## src/rtl/skinny_inv_sbox8_dom1_seq.sv

```systemverilog
// First-order DOM-masked inverse SKINNY 8-bit S-box, self-sequenced.
// Eight NOR/XOR gadgets run in four dependency stages. Each stage has six
// one-hot phases, and every phase evaluates one partial product.
// Every operand is gated by its phase bit before use, so a share pair that
// must stay apart is never live in the same cycle.
module skinny_inv_sbox8_dom1_seq (
  input  logic       clk,
  input  logic       rst_n,
  input  logic       start,
  input  logic [7:0] si0,
  input  logic [7:0] si1,
  input  logic [7:0] r,
  output logic       busy,
  output logic       done,
  output logic [7:0] so0,
  output logic [7:0] so1
);

  // Gadget map, indexed by the recovered bit x[i].
  // Source code: bit 3 set = x bit (gadget result), clear = y bit (input share).
  //                                   x7     x6     x5     x4     x3     x2     x1     x0
  localparam logic [7:0][3:0] A_SRC = {4'h2,  4'hA,  4'h6,  4'hF,  4'h7,  4'h3,  4'h5,  4'hB};
  localparam logic [7:0][3:0] B_SRC = {4'h7,  4'h9,  4'h5,  4'hE,  4'h6,  4'h1,  4'hB,  4'hA};
  localparam logic [7:0][3:0] C_SRC = {4'h1,  4'h2,  4'h7,  4'h6,  4'h4,  4'h0,  4'h3,  4'h5};
  localparam logic [7:0][2:0] R_IDX = {3'd2,  3'd6,  3'd3,  3'd7,  3'd1,  3'd0,  3'd4,  3'd5};
  localparam logic [7:0][1:0] STAGE = {2'd0,  2'd2,  2'd0,  2'd3,  2'd0,  2'd0,  2'd1,  2'd1};

  logic [23:0] phase, phase_nxt;
  logic        capture;
  logic [7:0]  y_s0, y_s1, r_reg;
  logic [7:0]  g0, g1, t0, t1, f0, f1;

  // Phase-gated operands, one bit per gadget, grouped by the phase that owns them.
  logic [7:0] a1g0, b1g0, c1g0;
  logic [7:0] a0g1, b0g1, c0g1;
  logic [7:0] a1g2, b0g2, rg2;
  logic [7:0] a0g3, b1g3, rg3;
  logic [7:0] t0g4, g0g4;
  logic [7:0] t1g5, g1g5;

  // Per-gadget next values and phase enables.
  logic [7:0] g1_nx, g0_nx, t1_nx, t0_nx, f0_nx, f1_nx;
  logic [7:0] en0, en1, en2, en3, en4, en5;

  for (genvar i = 0; i < 8; i++) begin : g_gadget
    localparam int S = int'(STAGE[i]);
    localparam logic [3:0] AS = A_SRC[i];
    localparam logic [3:0] BS = B_SRC[i];
    localparam logic [3:0] CS = C_SRC[i];
    localparam logic [2:0] RI = R_IDX[i];

    logic [5:0] ph;
    logic a1, a0, b1, b0, c1, c0;

    assign ph = phase[6*S +: 6];
    assign a1 = AS[3] ? f1[AS[2:0]] : y_s1[AS[2:0]];
    assign a0 = AS[3] ? f0[AS[2:0]] : y_s0[AS[2:0]];
    assign b1 = BS[3] ? f1[BS[2:0]] : y_s1[BS[2:0]];
    assign b0 = BS[3] ? f0[BS[2:0]] : y_s0[BS[2:0]];
    assign c1 = CS[3] ? f1[CS[2:0]] : y_s1[CS[2:0]];
    assign c0 = CS[3] ? f0[CS[2:0]] : y_s0[CS[2:0]];

    assign a1g0[i] = a1 & ph[0];
    assign b1g0[i] = b1 & ph[0];
    assign c1g0[i] = c1 & ph[0];
    assign a0g1[i] = a0 & ph[1];
    assign b0g1[i] = b0 & ph[1];
    assign c0g1[i] = c0 & ph[1];
    assign a1g2[i] = a1 & ph[2];
    assign b0g2[i] = b0 & ph[2];
    assign rg2[i]  = r_reg[RI] & ph[2];
    assign a0g3[i] = a0 & ph[3];
    assign b1g3[i] = b1 & ph[3];
    assign rg3[i]  = r_reg[RI] & ph[3];
    assign t0g4[i] = t0[i] & ph[4];
    assign g0g4[i] = g0[i] & ph[4];
    assign t1g5[i] = t1[i] & ph[5];
    assign g1g5[i] = g1[i] & ph[5];

    // Complemented share 1 gives the NOR; the phase bit keeps it quiet outside.
    assign g1_nx[i] = (~a1g0[i] & ~b1g0[i] & ph[0]) ^ c1g0[i];
    assign g0_nx[i] = (a0g1[i] & b0g1[i]) ^ c0g1[i];
    assign t1_nx[i] = (~a1g2[i] & b0g2[i]) ^ rg2[i];
    assign t0_nx[i] = (a0g3[i] & ~b1g3[i]) ^ rg3[i];
    assign f0_nx[i] = t0g4[i] ^ g0g4[i];
    assign f1_nx[i] = t1g5[i] ^ g1g5[i];

    assign en0[i] = ph[0];
    assign en1[i] = ph[1];
    assign en2[i] = ph[2];
    assign en3[i] = ph[3];
    assign en4[i] = ph[4];
    assign en5[i] = ph[5];
  end

  // Sequencer outputs: busy while any phase bit is set, capture only when idle.
  always_comb begin
    busy    = |phase;
    capture = start & ~(|phase);
  end

  // Next phase: load bit 0 on capture, otherwise shift toward the end.
  always_comb begin
    phase_nxt = {phase[22:0], 1'b0};
    if (capture) phase_nxt = 24'd1;
  end

  // Phase register and the done pulse that follows the last phase.
  always_ff @(posedge clk or negedge rst_n) begin
    if (!rst_n) begin
      phase <= '0;
      done  <= 1'b0;
    end else begin
      phase <= phase_nxt;
      done  <= phase[23];
    end
  end

  // Datapath: capture shares, update each gadget register only in its phase,
  // and publish all output shares once the last phase completes.
  always_ff @(posedge clk or negedge rst_n) begin
    if (!rst_n) begin
      y_s0  <= '0;
      y_s1  <= '0;
      r_reg <= '0;
      g0    <= '0;
      g1    <= '0;
      t0    <= '0;
      t1    <= '0;
      f0    <= '0;
      f1    <= '0;
      so0   <= '0;
      so1   <= '0;
    end else begin
      if (capture) begin
        y_s0  <= si0;
        y_s1  <= si1;
        r_reg <= r;
      end
      for (int i = 0; i < 8; i++) begin
        if (en0[i]) g1[i] <= g1_nx[i];
        if (en1[i]) g0[i] <= g0_nx[i];
        if (en2[i]) t1[i] <= t1_nx[i];
        if (en3[i]) t0[i] <= t0_nx[i];
        if (en4[i]) f0[i] <= f0_nx[i];
        if (en5[i]) f1[i] <= f1_nx[i];
      end
      if (phase[23]) begin
        so0 <= (f0 & ~en4) | (f0_nx & en4);
        so1 <= (f1 & ~en5) | (f1_nx & en5);
      end
    end
  end

endmodule

```

## config.mk

```make
export PLATFORM = sky130hd
export DESIGN_NAME = skinny_inv_sbox8_dom1_seq
export DESIGN_NICKNAME = d
export VERILOG_FILES = /design/src/rtl/skinny_inv_sbox8_dom1_seq.sv
export SDC_FILE = /design/constraint.sdc
export NUM_CORES = 1
export LEC_CHECK = 0
export CORE_MARGIN = 2
export CORE_UTILIZATION = 55
export DETAILED_ROUTE_END_ITERATION = 12
export PLACE_DENSITY = 0.77
export SLEW_MARGIN = 20
export SYNTH_ARGS = -nofsm -noshare
export SYNTH_HDL_FRONTEND = slang
export SYNTH_SLANG_ARGS = --single-unit
```

## constraint.sdc

```tcl
create_clock -name clk -period 2 [get_ports clk]
set_input_delay 0.3 -clock clk [delete_from_list [all_inputs] [get_ports clk]]
set_output_delay 0.3 -clock clk [all_outputs]
set_load 0.05 [all_outputs]
```

==> results.tsv <==
metric	value	unit
crit_type	register to register	
max-slew-margin-rel	0.595	
first_pass_iters	4	
cap_violations	0	
fmax	0.503	GHz
layout-drive-gt1-share	0.209	
fp.dieH	96.1	um
fin_area	5480	sq um
crit_arrival	2.24	ns
cp.required	2.26	ns
synth_top_flop_cell	dfrtp_1	
synth_common_cells	112 x dfrtp_1, 55 x nor2_1, 47 x a21oi_1, 40 x xnor2_1, 23 x clkbuf_1	
grt_pass1_vias	2726	
numCtsBuffers	9	
fin_skew	0.0128	ns
clkSinkCount	112	
core	8220	sq um
clock-root-buffer	clkbuf_8	
dpl_cell_area	5160	sq um
routed_wl	8430	um
synth_most_common_cell	dfrtp_1	
clock_latency	0.37	ns
slowest_stage	dfrtp_2	
max-vdd-ir-drop	0.906	mV
grt_max_degree	46	
syn_avg_cell_area	12.5	sq um
async_reset_ff_frac	1.00	
area_delta_synth_final	17.6	%
drc	0	
use_met3	0.0431	
place_congestion	0.798	
hp-start	phase[13]	
wl_per_cell	16.0	um
netlist.area_leader.share	0.601	
synth_area	4660	sq um
hold_violations	0	
worstMarginPinSlew	0.607	ns
crit_path_start_kind	register	
synth_edf_count	0	
largest_register_ffs	24	
synthCells	372	
port_buffers	44	
setup_slack	0.0117	ns
use_met2	0.326	
start_util	0.567	
io_pins	45	
ys_warn_count	0	
ys_types	23	
track_usage	0.196	
finalSetupViolCount	0	
viasPerCell	5.16	
rsz0062_at_grt	yes	
synth-seq-area-share	0.601	
grt_pass1_wl	13400	um
final_nets	444	
fp.dieArea	9230	sq um
first_iter_violations	65	
post-route-period-util	0.994	
cts_tree	yes	
power_density	1870	nW/um^2
diodes	0	
place_hpwl	5840	um
rr_startpoint	phase[10]	
cts_htree_levels	3	
worstPathMaxFanout	6	
clkTransAtPathRegs	0.10	ns
fill_cells	614	
overflow	0	
synth.top_cells.by_area	dfrtp_1 60%, xnor2_1 7.5%, mux2_4 6.4%	
crit_chain	nor4_4 > nand4_2 > buf_4 > nor3_4 > buf_6 > clkbuf_16 > mux2_4	
clock_path_buffers	2	
grt_busiest_layer	met2	
routed-via-count	2718	
antenna_found_initial	0	
regMostFlops	phase	
syn_nets	399	
ys_seq_elements	112	
fin_crit	1.99	ns
hold_class	register to register	
met1_usage	0.263	
crit_path_end_kind	register	
final_max_slew_viol_count	0	
post-place-ws	0.101	ns
synth_area_leader_cell	dfrtp_1	
core.rowCount	33	
crit_path_start	phase[10]	
leakagePower	0.00236	uW
slowest_delay	0.47	ns
ant_nets	0	
status	finished clean	
fp.dieW	96.1	um
[cell families (layout without fill, tap and decap cells)]
kind of cell	after synthesis	in the layout	synth area share
and+or+nand+nor	91	91	0.0977
buffers and inverters	34	84	0.0486
DFF	112	112	0.601
muxes	39	39	0.110
AOI/OAI and AO/OA	48	48	0.0521
xor gates and xnor gates	48	48	0.0902
[what timing repair did]
action                                  4_1_cts  5_1_grt
hold endpoints to repair                     41        0
pin swaps                                     4        3
gates resized for setup                       2        5
gates cloned                                  0        3
buffers inserted                              2        2
endpoints found under the setup margin        1       24
hold buffers                                  1        0
[metal layers]
layer	part of all wire	vias up
li1	-	1302
met4	0.0094	0
met3	0.029	9
met2	0.49	46
met1	0.47	1361
met5	0	-
[metrics by stage]
| step | total power [uW] | TNS, ns | std cells | hold slack, ns | util |
|---|---|---|---|---|---|
| after global placement | 8560 | 0 | 503 | 0.347 | 0.628 |
| after CTS | 10100 | 0 | 522 | 0.432 | 0.654 |
| after detailed placement | 8700 | 0 | 503 | 0.353 | 0.628 |
| after global routing | 11000 | -0.925 | 527 | 0.443 | 0.667 |
| after floorplan | 7630 | 0 | 372 | 0.00441 | - |
| final | 10300 | 0 | 527 | 0.432 | 0.667 |
[path summary, 6_finish.rpt]
| kind | endpoint | slack, ns | depth (start not counted) |
|---|---|---|---|
| max | r_reg[5] | 0.01 | 7 |
| min | phase[14] | 0.43 | 0 |
| max reg2reg | r_reg[5] | 0.01 | 7 |
| min reg2reg | phase[14] | 0.43 | 0 |
| max in group asynchronous | r_reg[2] | 0.90 | 3 |
| min in group asynchronous | so1[2] | 0.48 | 2 |
[placed cells by master (no fill, tap or decap), types with 3 or more instances in the layout]
master / n
a21oi_1: 47
buf_12: 3
buf_4: 16
buf_6: 3
clkbuf_8: 11
clkdlybuf4s50_1: 42
dfrtp_1: 111
mux2_2: 19
mux2_4: 20
nand2_1: 10
nor2_1: 55
nor2b_1: 16
nor4_4: 3
xnor2_1: 40
xor2_1: 8
[report_power, final]
part	internal, uW	leakage, uW	switching, uW	total, uW
combinational	2440	0.000947	2230	4670
clock	529	0.0000959	736	1270
sequential	3320	0.00132	1020	4330
total	6280	0.00236	3980	10300
[worst max-delay path, delay by kind of cell (launching register included)]
| family | cells | cell delay (ns) |
|---|---|---|
| buffers and inverters | 3 | 0.53 |
| AND/OR/NAND/NOR | 3 | 0.58 |
| multiplexers | 1 | 0.29 |
| flip-flops | 1 | 0.47 |
[area by class of cell]
type	instances	area, sq um	share of cell area
flip-flops and latches	112	2800	0.511
clock inverters	5	38.8	0.00707
inverters	1	3.75	0.000685
clock buffers	11	151	0.0276
repair buffers	67	694	0.127
well taps	105	131	0.0240
multi-input cells	226	1660	0.303
Power figures use the tool's default switching activity.
